===== config.mk =====
export PLATFORM = sky130hd
export DESIGN_NAME = uart_rx_fifo
export DESIGN_NICKNAME = d
export VERILOG_FILES = /design/src/rtl/uart_rx_fifo_pkg.sv /design/src/rtl/uart_rx_fifo_byte_fifo.sv /design/src/rtl/uart_rx_fifo.sv
export SDC_FILE = /design/constraint.sdc
export NUM_CORES = 1
export LEC_CHECK = 0
export ABC_AREA = 1
export CORE_ASPECT_RATIO = 0.75
export CORE_MARGIN = 4
export CORE_UTILIZATION = 24
export DETAILED_ROUTE_END_ITERATION = 8
export HOLD_SLACK_MARGIN = 0.03
export PLACE_DENSITY = 0.44
export SLEW_MARGIN = 20
export SYNTH_ARGS = -nofsm -noshare
export SYNTH_HDL_FRONTEND = slang
export SYNTH_SLANG_ARGS = --single-unit
export TNS_END_PERCENT = 10

===== constraint.sdc =====
create_clock -name clk -period 1.88 [get_ports clk]
set_input_delay 0.188 -clock clk [delete_from_list [all_inputs] [get_ports clk]]
set_output_delay 0.188 -clock clk [all_outputs]
set_load 0.02 [all_outputs]

===== src/rtl/uart_rx_fifo_pkg.sv =====
// Shared definitions for the UART receive FIFO: peripheral address indices,
// default depth and the pull FSM state type.
package uart_rx_fifo_pkg;

  localparam logic [3:0] PERI_UART_FIFO      = 4'hD;
  localparam logic [3:0] PERI_UART_FIFO_CTRL = 4'hE;

  localparam int unsigned UART_FIFO_DEPTH_LOG2 = 3;

  typedef enum logic [1:0] {
    ST_IDLE = 2'd0,
    ST_PULL = 2'd1,
    ST_HOLD = 2'd2
  } pull_state_t;

  function automatic int unsigned fifo_depth(input int unsigned depth_log2);
    return 32'd1 << depth_log2;
  endfunction

endpackage


===== src/rtl/uart_rx_fifo_byte_fifo.sv =====
// Byte FIFO with show-ahead head, one-bit-wider level so full and empty are
// distinct; flush clears pointers and level and beats push/pop.
module byte_fifo
  import uart_rx_fifo_pkg::*;
#(
  parameter int unsigned DEPTH_LOG2 = UART_FIFO_DEPTH_LOG2
) (
  input  logic                  clk,
  input  logic                  rstn,
  input  logic                  push,
  input  logic [7:0]            push_data,
  input  logic                  pop,
  input  logic                  flush,
  output logic [7:0]            rd_data,
  output logic                  rd_valid,
  output logic                  full,
  output logic [DEPTH_LOG2:0]   level
);

  localparam int unsigned        DEPTH      = fifo_depth(DEPTH_LOG2);
  localparam logic [DEPTH_LOG2:0] LEVEL_FULL = (DEPTH_LOG2+1)'(DEPTH);

  logic [7:0]            mem [DEPTH];
  logic [DEPTH_LOG2-1:0] wr_ptr_q;
  logic [DEPTH_LOG2-1:0] rd_ptr_q;
  logic [DEPTH_LOG2:0]   level_q;
  logic                  push_ok;
  logic                  pop_ok;

  assign rd_valid = (level_q != '0);
  assign full     = (level_q == LEVEL_FULL);
  assign push_ok  = push && !full;
  assign pop_ok   = pop && rd_valid;

  // Storage is deliberately left unreset; rd_data is masked while empty.
  always_ff @(posedge clk) begin
    if (push_ok && !flush) begin
      mem[wr_ptr_q] <= push_data;
    end
  end

  always_ff @(posedge clk or negedge rstn) begin
    if (!rstn) begin
      wr_ptr_q <= '0;
      rd_ptr_q <= '0;
      level_q  <= '0;
    end else if (flush) begin
      wr_ptr_q <= '0;
      rd_ptr_q <= '0;
      level_q  <= '0;
    end else begin
      if (push_ok) begin
        wr_ptr_q <= wr_ptr_q + (DEPTH_LOG2)'(1);
      end
      if (pop_ok) begin
        rd_ptr_q <= rd_ptr_q + (DEPTH_LOG2)'(1);
      end
      case ({push_ok, pop_ok})
        2'b10:   level_q <= level_q + (DEPTH_LOG2+1)'(1);
        2'b01:   level_q <= level_q - (DEPTH_LOG2+1)'(1);
        default: level_q <= level_q;
      endcase
    end
  end

  assign rd_data = rd_valid ? mem[rd_ptr_q] : 8'h00;
  assign level   = level_q;

endmodule


===== src/rtl/uart_rx_fifo.sv =====
// Receive buffer between uart_rx and the CPU read mux: pulls bytes from
// uart_rx into a byte FIFO and raises irq once the level reaches a threshold.
//
// state | meaning
// IDLE  | waiting for uart_rx_valid with room in the FIFO
// PULL  | uart_rx_read pulse, byte written into the FIFO
// HOLD  | dead cycle while uart_rx drops valid
module uart_rx_fifo
  import uart_rx_fifo_pkg::*;
#(
  parameter int unsigned DEPTH_LOG2 = UART_FIFO_DEPTH_LOG2
) (
  input  logic                  clk,
  input  logic                  rstn,
  input  logic                  uart_rx_valid,
  input  logic [7:0]            uart_rx_data,
  output logic                  uart_rx_read,
  input  logic                  pop,
  input  logic                  flush,
  input  logic                  set_threshold,
  input  logic [DEPTH_LOG2:0]   threshold_in,
  output logic [7:0]            rd_data,
  output logic                  rd_valid,
  output logic                  full,
  output logic [DEPTH_LOG2:0]   level,
  output logic                  irq
);

  pull_state_t         state_q;
  pull_state_t         state_d;
  logic                push;
  logic [DEPTH_LOG2:0] threshold_q;

  always_ff @(posedge clk or negedge rstn) begin
    if (!rstn) begin
      state_q <= ST_IDLE;
    end else begin
      state_q <= state_d;
    end
  end

  // full comes from the registered level, so a pop this cycle cannot open a pull.
  always_comb begin
    state_d = state_q;
    push    = 1'b0;
    case (state_q)
      ST_IDLE: begin
        if (uart_rx_valid && !full && !flush) begin
          state_d = ST_PULL;
        end
      end
      ST_PULL: begin
        push    = 1'b1;
        state_d = ST_HOLD;
      end
      ST_HOLD: begin
        state_d = ST_IDLE;
      end
      default: begin
        state_d = ST_IDLE;
      end
    endcase
  end

  assign uart_rx_read = push;

  always_ff @(posedge clk or negedge rstn) begin
    if (!rstn) begin
      threshold_q <= '0;
    end else if (set_threshold) begin
      threshold_q <= threshold_in;
    end
  end

  assign irq = (threshold_q != '0) && (level >= threshold_q);

  byte_fifo #(
    .DEPTH_LOG2 (DEPTH_LOG2)
  ) u_fifo (
    .clk       (clk),
    .rstn      (rstn),
    .push      (push),
    .push_data (uart_rx_data),
    .pop       (pop),
    .flush     (flush),
    .rd_data   (rd_data),
    .rd_valid  (rd_valid),
    .full      (full),
    .level     (level)
  );

endmodule


# Yosys cells after proc, flatten, opt, wreduce, memory -nomap -nowiden
# Memory sizes are Yosys's and may differ from the RTL's.
# Cells that the tools add are included.
# word_totals
latchBits	0
romBits	0
mem_bits_rw	64
inputBits	18
mem_count	1
reg_bits	16
elab_cells	42
out_inout_bits	16
# mem_list
memory	words	width	read_ports	rd_clocked_by_memory_dff	write_ports	line	rtl
u_fifo.mem	8	8	1	0	1	uart_rx_fifo_byte_fifo.sv:23	logic [7:0] mem [DEPTH];
# op_classes
n_mul	0
div	0
order_cmp	1
shifts	0
eq_ne	5
n_mux	12
bitwise_logic	0
reduce_logical	14
n_addsub	4
# ops
operator	n
$mux W3	4
$mux W8	1
$pmux W4 S2	1
$reduce_bool A4 Y1	2
$add A3 B1 Y3 const B	2
$logic_and A1 B1 Y1	6
$add A4 B1 Y4 const B	1
$eq A2 B1 Y1 const B	2
$eq A4 B4 Y1 const B	1
$ge A4 B4 Y1	1
$mux W4	1
$pmux W2 S2	1
$reduce_bool A2 Y1	2
$sub A4 B1 Y4 const B	1
$mux W1	3
$reduce_bool A3 Y1	1
$eq A2 B2 Y1 const B	1
$logic_not A1 Y1	2
$logic_not A2 Y1	1
$mux W2	1
$ne A2 B2 Y1 const B	1

# Depth between registers and ports, before layout
# Gate-level depths: netlist of the first run.
# logic_depth
ltp_word	6
ltp_mapped	14
depth_no_buf	14

# Hierarchy
# From an unflattened synthesis of the first run, not the netlist that was laid out.
# unflattened
hier_cells	319
area_unflattened_um2	3493.4
# modules_own_cells
module	instances	area_each_um2	cells_per_inst	seq_area_each_um2
byte_fifo	1	3158.0	277	2172.1
uart_rx_fifo	1	335.3	42	150.1

# Least setup slack after synthesis of the first run
# OpenSTA, ideal clock, no wires.
# synth_timing
path_type	reg-to-reg
start	register state_q[1]
end	memory u_fifo.mem[4][0], enable pin
path_slack_ns	0.006
t_required_ns	1.510
path_stages_with_launch	6
path_buffers	0
synth_period_minus_slack_ns	1.874
arrival_ns	1.503
setup_ns	0.370
cell_sequence	dfrtp_1 nor2_2 nand2_4 nor2_1 nand2_1 nor2_1
# synth_between
elab_chain_len	6
# synth_rtl
element	line	rtl
from (decl)	uart_rx_fifo.sv:29	pull_state_t state_q;
from (signal assigned)	uart_rx_fifo.sv:38	state_q <= state_d;
$eq A2 B1 Y1	uart_rx_fifo.sv:46	case (state_q)
$mux W1	uart_rx_fifo.sv:46	
via uart_rx_read	uart_rx_fifo.sv:17	output logic uart_rx_read,
$logic_and A1 B1 Y1	uart_rx_fifo_byte_fifo.sv:32	assign push_ok = push && !full;
$logic_and A1 B1 Y1	uart_rx_fifo_byte_fifo.sv:37	if (push_ok && !flush) begin
$mux W1	uart_rx_fifo_byte_fifo.sv:37	
$mux W1 (implied by the code)	uart_rx_fifo_byte_fifo.sv:38	mem[wr_ptr_q] <= push_data;
to (decl)	uart_rx_fifo_byte_fifo.sv:23	
# The timed path passes the listed nets, and every way through them passes these cells.

# Worst setup path after layout of the first run
# layout_timing
start	register u_fifo.level_q[1], in the netlist u_fifo.level[1]
end	output irq
# layout_between
elab_chain_len	2
# layout_rtl
element	line	rtl
from (decl)	uart_rx_fifo_byte_fifo.sv:26	logic [DEPTH_LOG2:0] level_q;
from (signal assigned)	uart_rx_fifo_byte_fifo.sv:59	2'b10: level_q <= level_q + (DEPTH_LOG2+1)'(1);
from (signal assigned)	uart_rx_fifo_byte_fifo.sv:60	2'b01: level_q <= level_q - (DEPTH_LOG2+1)'(1);
from (signal assigned)	uart_rx_fifo_byte_fifo.sv:61	default: level_q <= level_q;
$ge A4 B4 Y1	uart_rx_fifo.sv:75	assign irq = (threshold_q != '0) && (level >= threshold_q);
$logic_and A1 B1 Y1	uart_rx_fifo.sv:75	
to (decl)	uart_rx_fifo.sv:26	output logic irq
# Every way passes these cells.

==> results_dict.tcl, run 1 <==
set metrics [dict create \
    syn-num-nets 339 \
    ys_types 26 \
    dieArea_um2 16600 \
    drc_errors 0 \
    finalWorstSetupSlack_ns -0.0497 \
    gp_congestion 0.768 \
    placementRows 37 \
    cts.sinks 80 \
    fin_nets 424 \
    nFillCells 1386 \
    yosysTopAreaCellShare_pct 54.9 \
    failed_checks "setup timing" \
    yosysWarnings 0 \
    fin_tns_setup_ns -0.0565 \
    power.leakage_nw 1.98 \
    antenna_found_initial 0 \
    endpoint_kind "output port" \
    pre_cts_ws_ns -0.155 \
    cp.required_ns 1.69 \
    die_y_um 113 \
    synth_cells 313 \
    startpoint "u_fifo.level[1]" \
    drt-vias-per-instance 4.26 \
    cellPowerDensity_nw_per_um2 1350 \
    cts_made_buffers 9 \
    setup_viol 2 \
    vias 2550 \
    area_growth_pct 44.0 \
    layoutNonFillerInstCount 598 \
    hpwl_mm 6.13 \
    worst-path-max-fanout 2 \
    final_cell_mix "64 x nor2_1, 64 x edfxtp_1, 45 x buf_4, 29 x nand2_1, 26 x o21ai_0" \
    synth_top_cell_by_area "edfxtp_1" \
    hold_viol 0 \
    grtUsageTotal_pct 10.8 \
    avgSynthCellArea_um2 11.2 \
    ys_top_cells_by_area "edfxtp_1 55%, dfrtp_1 11%, nor2_1 8.5%, o21ai_0 5.0%, o32ai_1 4.0%" \
    drive_above_1_share_pct 31.8 \
    skew_ns 0.00572 \
    synth_area_um2 3500 \
    ir_worst_vdd_uv 472 \
    grt_pass1_wl_mm 13.7 \
    clkLatencyLatePin_ns 0.33 \
    final.min_clock_period_ns 1.93 \
    ant_nets 0 \
    critPathMaxStageDelay_ns 0.43 \
    post-route-period-util_pct 103 \
    drv_cap 0 \
    synth_seq_cells 80 \
    place_inst 570 \
    finalPower_mw 6.81 \
    path_class "reg -> out" \
    drtIter0Drc 126 \
    die_w_um 147 \
    startpoint_type "flip-flop" \
    timing.hold.ws_ns 0.196 \
    portBuffers 33 \
    rsz0062_at_grt "true" \
    wl_per_cell_um 15.2 \
    critPathTopFamily "compound AO/OA/AOI/OAI gates" \
    routed_wirelength_mm 9.06 \
    yosysSeqAreaShare_pct 66.4 \
    first_global_vias 2525 \
    tightest_slew_ns 0.385 \
    initial_utilization_pct 25.0 \
    drv_slew 0 \
    grt_start_max_net_pins 31 \
    cts_root_buf "clkbuf_16" \
    cts_tree "done" \
    grt_overflow 0 \
    clkSlewWorstSetupHoldPaths_ns 0.06 \
    crit_chain "ha_1 -> inv_1 -> a21oi_1 -> o21a_1 -> o21a_1 -> o21ai_1 -> inv_1 -> buf_6" \
    r2r_start "u_fifo.level[1]" \
    crit_slowest_cell "dfrtp_1" \
    cts_max_path_buffers 2 \
    status "complete, but fails checks" \
    fmax_ghz 0.518 \
    diodes 0 \
    firstDrtPassIters 4 \
    io_pins 34 \
    cts_htree_levels 3 \
    hp-class "in -> async" \
    core-area_um2 14000 \
    crit_arrival_ns 1.74 \
    maxSlewHeadroom_pct 74.3 \
    path_buf_inv 3 \
]
==> through the flow <==
step / instance area (um2) / utilization (%)
after floorplan: 3500 / -
after global placement: 4380 / 31.3
after detailed placement: 4380 / 31.3
after CTS: 4740 / 33.9
after global routing: 5040 / 36.1
final: 5040 / 36.1
==> kinds of logic (layout without fill, tap and decap cells) <==
kind of cell	after synthesis	after routing	share of synthesized area [%]
xor gates and xnor gates	1	1	0.250
adders and majority gates	8	8	2.86
and+or+nand+nor	127	127	15.6
DFF	80	80	66.4
AOI/OAI and AO/OA	60	60	10.8
buffers and inverters	37	127	4.15
==> worst paths after layout <==
kind | to | slack [ns] | depth (start not counted)
max in group asynchronous | u_fifo.level[2] | 1.47 | 2
worst min-delay path | threshold_q[3] | 0.20 | 2
worst max register to register | u_fifo.mem[1][2] | 0.04 | 9
min in group clk | threshold_q[0] | 0.42 | 3
worst min register to register | state_q[0] | 0.43 | 1
worst max-delay path | irq | -0.05 | 8
==> power breakdown <==
group | internal, mW | switching [mW]
registers | 1.99 | 0.0698
logic | 1.37 | 1.45
clock network | 1.19 | 0.735
total | 4.55 | 2.26
==> what timing repair did <==
action                                  in CTS  in global routing
buffers inserted                             0                  9
endpoints found under the setup margin      77                 76
gates cloned                                 0                  3
gates resized for setup                     64                 43
hold buffers                                 0                  0
pin swaps                                    1                 20
==> cells in the mapped netlist <==
cell / number
nor2_1: 79
edfxtp_1: 64
o21ai_0: 35
nand2_1: 31
inv_1: 22
dfrtp_1: 16
o32ai_1: 16
ha_1: 8
clkbuf_1: 6
a21oi_1: 4
buf_2: 4
inv_2: 4
nand3_1: 4
nand2_4: 3
nand3_2: 2
nor2_2: 2
nor2_4: 2
o21a_1: 2
o21ai_1: 2
a21oi_4: 1
clkbuf_2: 1
nand2_2: 1
nand3b_1: 1
nand4_1: 1
nor3_1: 1
xor2_1: 1
==> cell type report <==
cell class                 instances  area [um2]  share of cell area (%)
clock inverter                     7         106                    2.11
tap                              195         244                    4.84
sequential                        80        2320                    46.1
multi-input combinational        196        1200                    23.8
timing repair buffer              85         836                    16.6
clock buffer                       9         225                    4.47
inverter                          26         105                    2.08
==> worst register-to-register path, cell delays in order (launching register included) <==
cell	delay, ns
dfrtp_1	0.42
buf_6	0.14
nor2_4	0.03
buf_6	0.12
nand2_4	0.07
nand2_4	0.07
nor2_2	0.16
nand2_1	0.15
nor2_2	0.21
buf_4	0.21
==> per-layer routing <==
layer	vias to the layer above	routed length, um	track usage, %	part of all wire (%)
met5	-	0	0	0
met4	0	119	3.72	1.3
met3	9	174	2.10	1.9
met2	27	4360	17.9	48
met1	1248	4410	14.4	49
li1	1266	-	-	-
==> registers in the layout, summed over array words and instances, names as in the netlist <==
register,flops
u_fifo.mem,64
threshold_q,4
u_fifo.level,4
u_fifo.rd_ptr_q,3
u_fifo.wr_ptr_q,3
state_q,2
Note: power is estimated with default switching activity, not from simulation.
==> run 2, diff against run 1 <==
CORE_ASPECT_RATIO = 1.5   (was 0.75)
CORE_UTILIZATION = 55   (was 24)
PLACE_DENSITY = 0.81   (was 0.44)
==> run 2 against run 1 <==
  * The flow still finishes with violations (setup timing)
  * Wire length decreased by 15%
  * Combinational power decreased by 18%
  * Hold slack got worse by 0.0071 ns
  * Critical path depth increased by 1
  * Maximum frequency decreased by 1.6%
  * Register-to-register slack got worse by 0.06 ns
  * Sequential share of layout area increased by 5.8 points
  * Utilization increased by 36 points
  * Sequential power about the same
==> results_dict.tcl, run 2 (synthesis gave the netlist of run 1 again) <==
set metrics [dict create \
    drt-vias-per-instance 5.58 \
    die_w_um 73.1 \
    layoutNonFillerInstCount 467 \
    drc_errors 0 \
    endpoint_kind "output port" \
    power.leakage_nw 1.82 \
    grt_overflow 0 \
    grtUsageTotal_pct 20.6 \
    diodes 0 \
    crit_chain "inv_1 -> ha_1 -> inv_1 -> a21oi_2 -> o21a_1 -> o21a_1 -> o21ai_1 -> inv_1 -> buf_6" \
    antenna_found_initial 0 \
    largest_reg_flops 64 \
    area_growth_pct 27.9 \
    place_inst 445 \
    wl_per_cell_um 16.6 \
    maxSlewHeadroom_pct 81.2 \
    core-area_um2 6170 \
    crit_arrival_ns 1.77 \
    cts_tree "done" \
    met1_usage_pct 23.2 \
    drv_cap 0 \
    critPathMaxStageDelay_ns 0.35 \
    die_y_um 106 \
    rsz0062_at_grt "true" \
    path_class "reg -> out" \
    critPathTopFamily "compound AO/OA/AOI/OAI gates" \
    vias 2608 \
    postCtsHoldBufs 0 \
    cp.required_ns 1.69 \
    cp_common_cell "inv_1" \
    crit_slowest_cell "dfrtp_1" \
    drv_slew 0 \
    final_cell_mix "74 x nor2_1, 64 x edfxtp_1, 40 x buf_4, 31 x nand2_1, 29 x o21ai_0" \
    use_met3_pct 3.91 \
    fmax_ghz 0.510 \
    firstDrtPassIters 4 \
    fin_tns_setup_ns -0.200 \
    skew_ns 0.0151 \
    grt_start_max_net_pins 35 \
    hold_viol 0 \
    drive_above_1_share_pct 24.7 \
    fin_nets 414 \
    gp_congestion 0.818 \
    post-route-period-util_pct 104 \
    portBuffers 33 \
    setup_viol 7 \
    status "complete, but fails checks" \
    final_common_cell "nor2_1" \
    ir_worst_vdd_uv 746 \
    cts_htree_levels 3 \
    cts_made_buffers 9 \
    failed_checks "setup timing" \
    grt_pass1_wl_mm 11.9 \
    placementRows 35 \
    startpoint_type "flip-flop" \
    io_pins 34 \
    finalPower_mw 5.52 \
    dieArea_um2 7730 \
    hp-class "in -> async" \
    pre_cts_ws_ns -0.140 \
    clkLatencyLatePin_ns 0.35 \
    grt_use_met2_pct 36.3 \
    hpwl_mm 5.34 \
    cts_root_buf "clkbuf_8" \
    worst-path-max-fanout 2 \
    initial_utilization_pct 56.7 \
    finalWorstSetupSlack_ns -0.0802 \
    ant_nets 0 \
    routed_wirelength_mm 7.74 \
    utilization_pct 72.5 \
    path_buf_inv 4 \
    first_global_vias 2577 \
    final.min_clock_period_ns 1.96 \
    regMostFlops "u_fifo.mem" \
    cts.sinks 80 \
    cellPowerDensity_nw_per_um2 1230 \
    rrSetupSlack_ns -0.02 \
    tightest_slew_ns 0.281 \
    drtIter0Drc 205 \
    clkSlewWorstSetupHoldPaths_ns 0.08 \
    cts_max_path_buffers 2 \
    top_usage_layer "met2" \
]
run 2: repair_timing:
item                                    4_1_cts  5_1_grt
gates cloned                                  0        1
endpoints found under the setup margin       23       70
gates resized for setup                      45       30
buffers inserted                              0        5
pin swaps                                     0       11
run 2: worst paths after layout:
check                                start            endpoint  depth (start not counted)
max in group asynchronous             rstn  u_fifo.wr_ptr_q[0]                          2
min                                   rstn  u_fifo.rd_ptr_q[0]                          2
min in group clk           threshold_in[0]      threshold_q[0]                          3
min reg2reg                     state_q[0]          state_q[0]                          1
max                        u_fifo.level[0]                 irq                          9
max reg2reg                u_fifo.level[0]     u_fifo.level[2]                         14
run 2: per-layer routing:
metal / share of wire, % / wire (um)
met1: 38 / 2910
met2: 55 / 4280
met3: 4.2 / 327
met4: 2.9 / 226
met5: 0 / 0
run 2: power by group:
part	internal, mW	total (mW)	switching (mW)
Sequential	1.98	2.03	0.0538
Clock	0.590	1.16	0.575
Combinational	1.01	2.32	1.31
Total	3.58	5.52	1.94
run 2: area by class of cell:
cell class              instances  area, um2
flip-flops and latches         80       2320
fillers                       427       1700
multi-input cells             196       1130
repair buffers                 75        648
clock buffers                  14        173
inverters                      26        100
well taps                      74       92.6
clock inverters                 2       13.8
run 2: through the flow:
stage	hold WS, ns	area, um2
floorplan	-0.108	3500
global placement	0.422	4160
detailed placement	0.427	4160
CTS	0.193	4330
global route	0.201	4480
finish	0.188	4480
==> run 3, diff against run 2 <==
CORE_ASPECT_RATIO = unset   (was 1.5)
CORE_UTILIZATION = 56   (was 55)
PLACE_DENSITY = 0.82   (was 0.81)
==> run 3 against run 2 <==
  * The run still ends with setup timing left
  * Sequential share of layout area decreased by 0.84 points
  * Non-clock buffer count unchanged
  * Worst setup slack got worse by 0.0040 ns
  * Global-route usage increased by 1.7 points
  * Utilization increased by 3.5 points
  * First-iteration DRC count decreased by 16%
  * Wire length increased by 6.0%
  * Hold slack got worse by 0.050 ns
  * Clock skew decreased by 0.0046 ns
  * Largest power group unchanged
==> results_dict.tcl, run 3 (synthesis gave the netlist of run 1 again) <==
set metrics [dict create \
    startpoint_type "flip-flop" \
    postCtsHoldBufs 0 \
    cts_htree_levels 3 \
    final_common_cell "nor2_1" \
    finalInstanceArea_um2 4550 \
    crit_chain "inv_1 -> ha_1 -> inv_1 -> a21oi_1 -> o21a_1 -> o21a_1 -> o21ai_1 -> inv_1 -> buf_6" \
    vias 2661 \
    maxSlewHeadroom_pct 71.9 \
    die_y_um 87.1 \
    path_class "reg -> out" \
    first_global_vias 2619 \
    multi_input_area_um2 1110 \
    power.leakage_nw 1.84 \
    cts_max_path_buffers 2 \
    fin_nets 414 \
    hp-class "in -> async" \
    status "complete, but fails checks" \
    fin_tns_setup_ns -0.259 \
    nFillCells 374 \
    skew_ns 0.0104 \
    regArea_um2 2320 \
    grt_start_max_net_pins 32 \
    worst-path-max-fanout 2 \
    area_growth_pct 30.1 \
    wl_per_cell_um 17.5 \
    cts_root_buf "clkbuf_8" \
    antenna_found_initial 0 \
    diodes 0 \
    rsz0062_at_grt "true" \
    portBuffers 33 \
    drc_errors 0 \
    core-area_um2 5990 \
    final.min_clock_period_ns 1.96 \
    gp_congestion 0.894 \
    ir_worst_vdd_uv 853 \
    crit_arrival_ns 1.78 \
    initial_utilization_pct 58.4 \
    drv_cap 0 \
    cp.required_ns 1.69 \
    clkSlewWorstSetupHoldPaths_ns 0.08 \
    finalWorstSetupSlack_ns -0.0841 \
    io_pins 34 \
    failed_checks "setup timing" \
    cp_common_cell "inv_1" \
    crit_slowest_cell "dfrtp_1" \
    firstDrtPassIters 5 \
    regMostFlops "u_fifo.mem" \
    ant_nets 0 \
    hold_viol 0 \
    fmax_ghz 0.509 \
    post-route-period-util_pct 104 \
    setup_viol 5 \
    largest_reg_flops 64 \
    final_cell_mix "69 x nor2_1, 64 x edfxtp_1, 40 x buf_4, 30 x nand2_1, 22 x o21ai_0" \
    grt_pass1_wl_mm 12.7 \
    grtUsageTotal_pct 22.3 \
    drive_above_1_share_pct 25.2 \
    dieArea_um2 7580 \
    utilization_pct 76.0 \
    hpwl_mm 5.36 \
    drtIter0Drc 173 \
    drt-vias-per-instance 5.69 \
    drv_slew 0 \
    tightest_slew_ns 0.420 \
    critPathMaxStageDelay_ns 0.36 \
    placementRows 28 \
    die_w_um 87.1 \
    endpoint_kind "output port" \
    grt_overflow 0 \
    finalPower_mw 5.90 \
    cts.sinks 80 \
    postPlaceCellArea_um2 4200 \
    routed_wirelength_mm 8.21 \
    cts_tree "done" \
    clkLatencyLatePin_ns 0.35 \
    cts_made_buffers 9 \
    cellPowerDensity_nw_per_um2 1300 \
]
## run 3: cell types whose count changed in the layout (fill, tap and decap cells not counted), moves of 3 or more
cell      change
nor2_2        +4
buf_2         -3
o21ai_1       +7
o21ai_0       -7
clkbuf_8      -3
nor2_1        -5
## run 3: stage by stage
step,hold slack (ns),worst slack (ns),std cells
2_1_floorplan,-0.108,0.00620,313
3_3_place_gp,0.416,-0.0745,448
3_5_place_dp,0.428,-0.141,448
4_1_cts,0.139,-0.195,464
5_1_grt,0.169,-0.170,468
6_report,0.138,-0.0841,468
## run 3: critical path: cells and delay by family (launching register included)
family / cells / cell delay, ns
compound gates: 4 / 0.49
flops: 1 / 0.36
buf+inv: 4 / 0.30
fa+ha+maj: 1 / 0.29
## run 3: timing repair
item / 4_1_cts / 5_1_grt
endpoints found under the setup margin: 18 / 76
cloned: 0 / 3
endpoints found under the hold margin: 0 / 0
pin swaps: 0 / 6
resized for setup: 42 / 48
buffers inserted: 0 / 1
## run 3: final timing paths
| path | from | endpoint | slack, ns | cells after the start |
|---|---|---|---|---|
| worst max-delay path | u_fifo.level[0] | irq | -0.08 | 9 |
| worst min-delay path | rstn | threshold_q[3] | 0.14 | 1 |
| worst max register to register | u_fifo.level[0] | u_fifo.level[3] | -0.04 | 14 |
| worst min register to register | state_q[0] | state_q[0] | 0.44 | 1 |
| max in group asynchronous | rstn | u_fifo.rd_ptr_q[0] | 1.25 | 2 |
| min in group clk | uart_rx_valid | state_q[0] | 0.39 | 3 |
## run 3: power by group
part | internal [mW] | switching (mW)
Combinational | 1.15 | 1.34
Clock | 0.742 | 0.613
Sequential | 1.98 | 0.0703
## run 3: area by class of cell
type / instances / area share (%)
Clock buffer: 10 / 2.80
Clock inverter: 6 / 1.84
Inverter: 26 / 2.25
Multi-Input combinational cell: 196 / 24.4
Sequential cell: 80 / 51.0
Tap cell: 75 / 2.06
Timing Repair Buffer: 75 / 15.6
## run 3: routing by layer
metal / vias up / GRT usage, % / share of wire [%]
met5: - / 0 / 0
met4: 0 / 9.07 / 1.5
met3: 15 / 4.16 / 6.7
met2: 100 / 35.7 / 52
met1: 1299 / 30.1 / 40
li1: 1247 / - / -
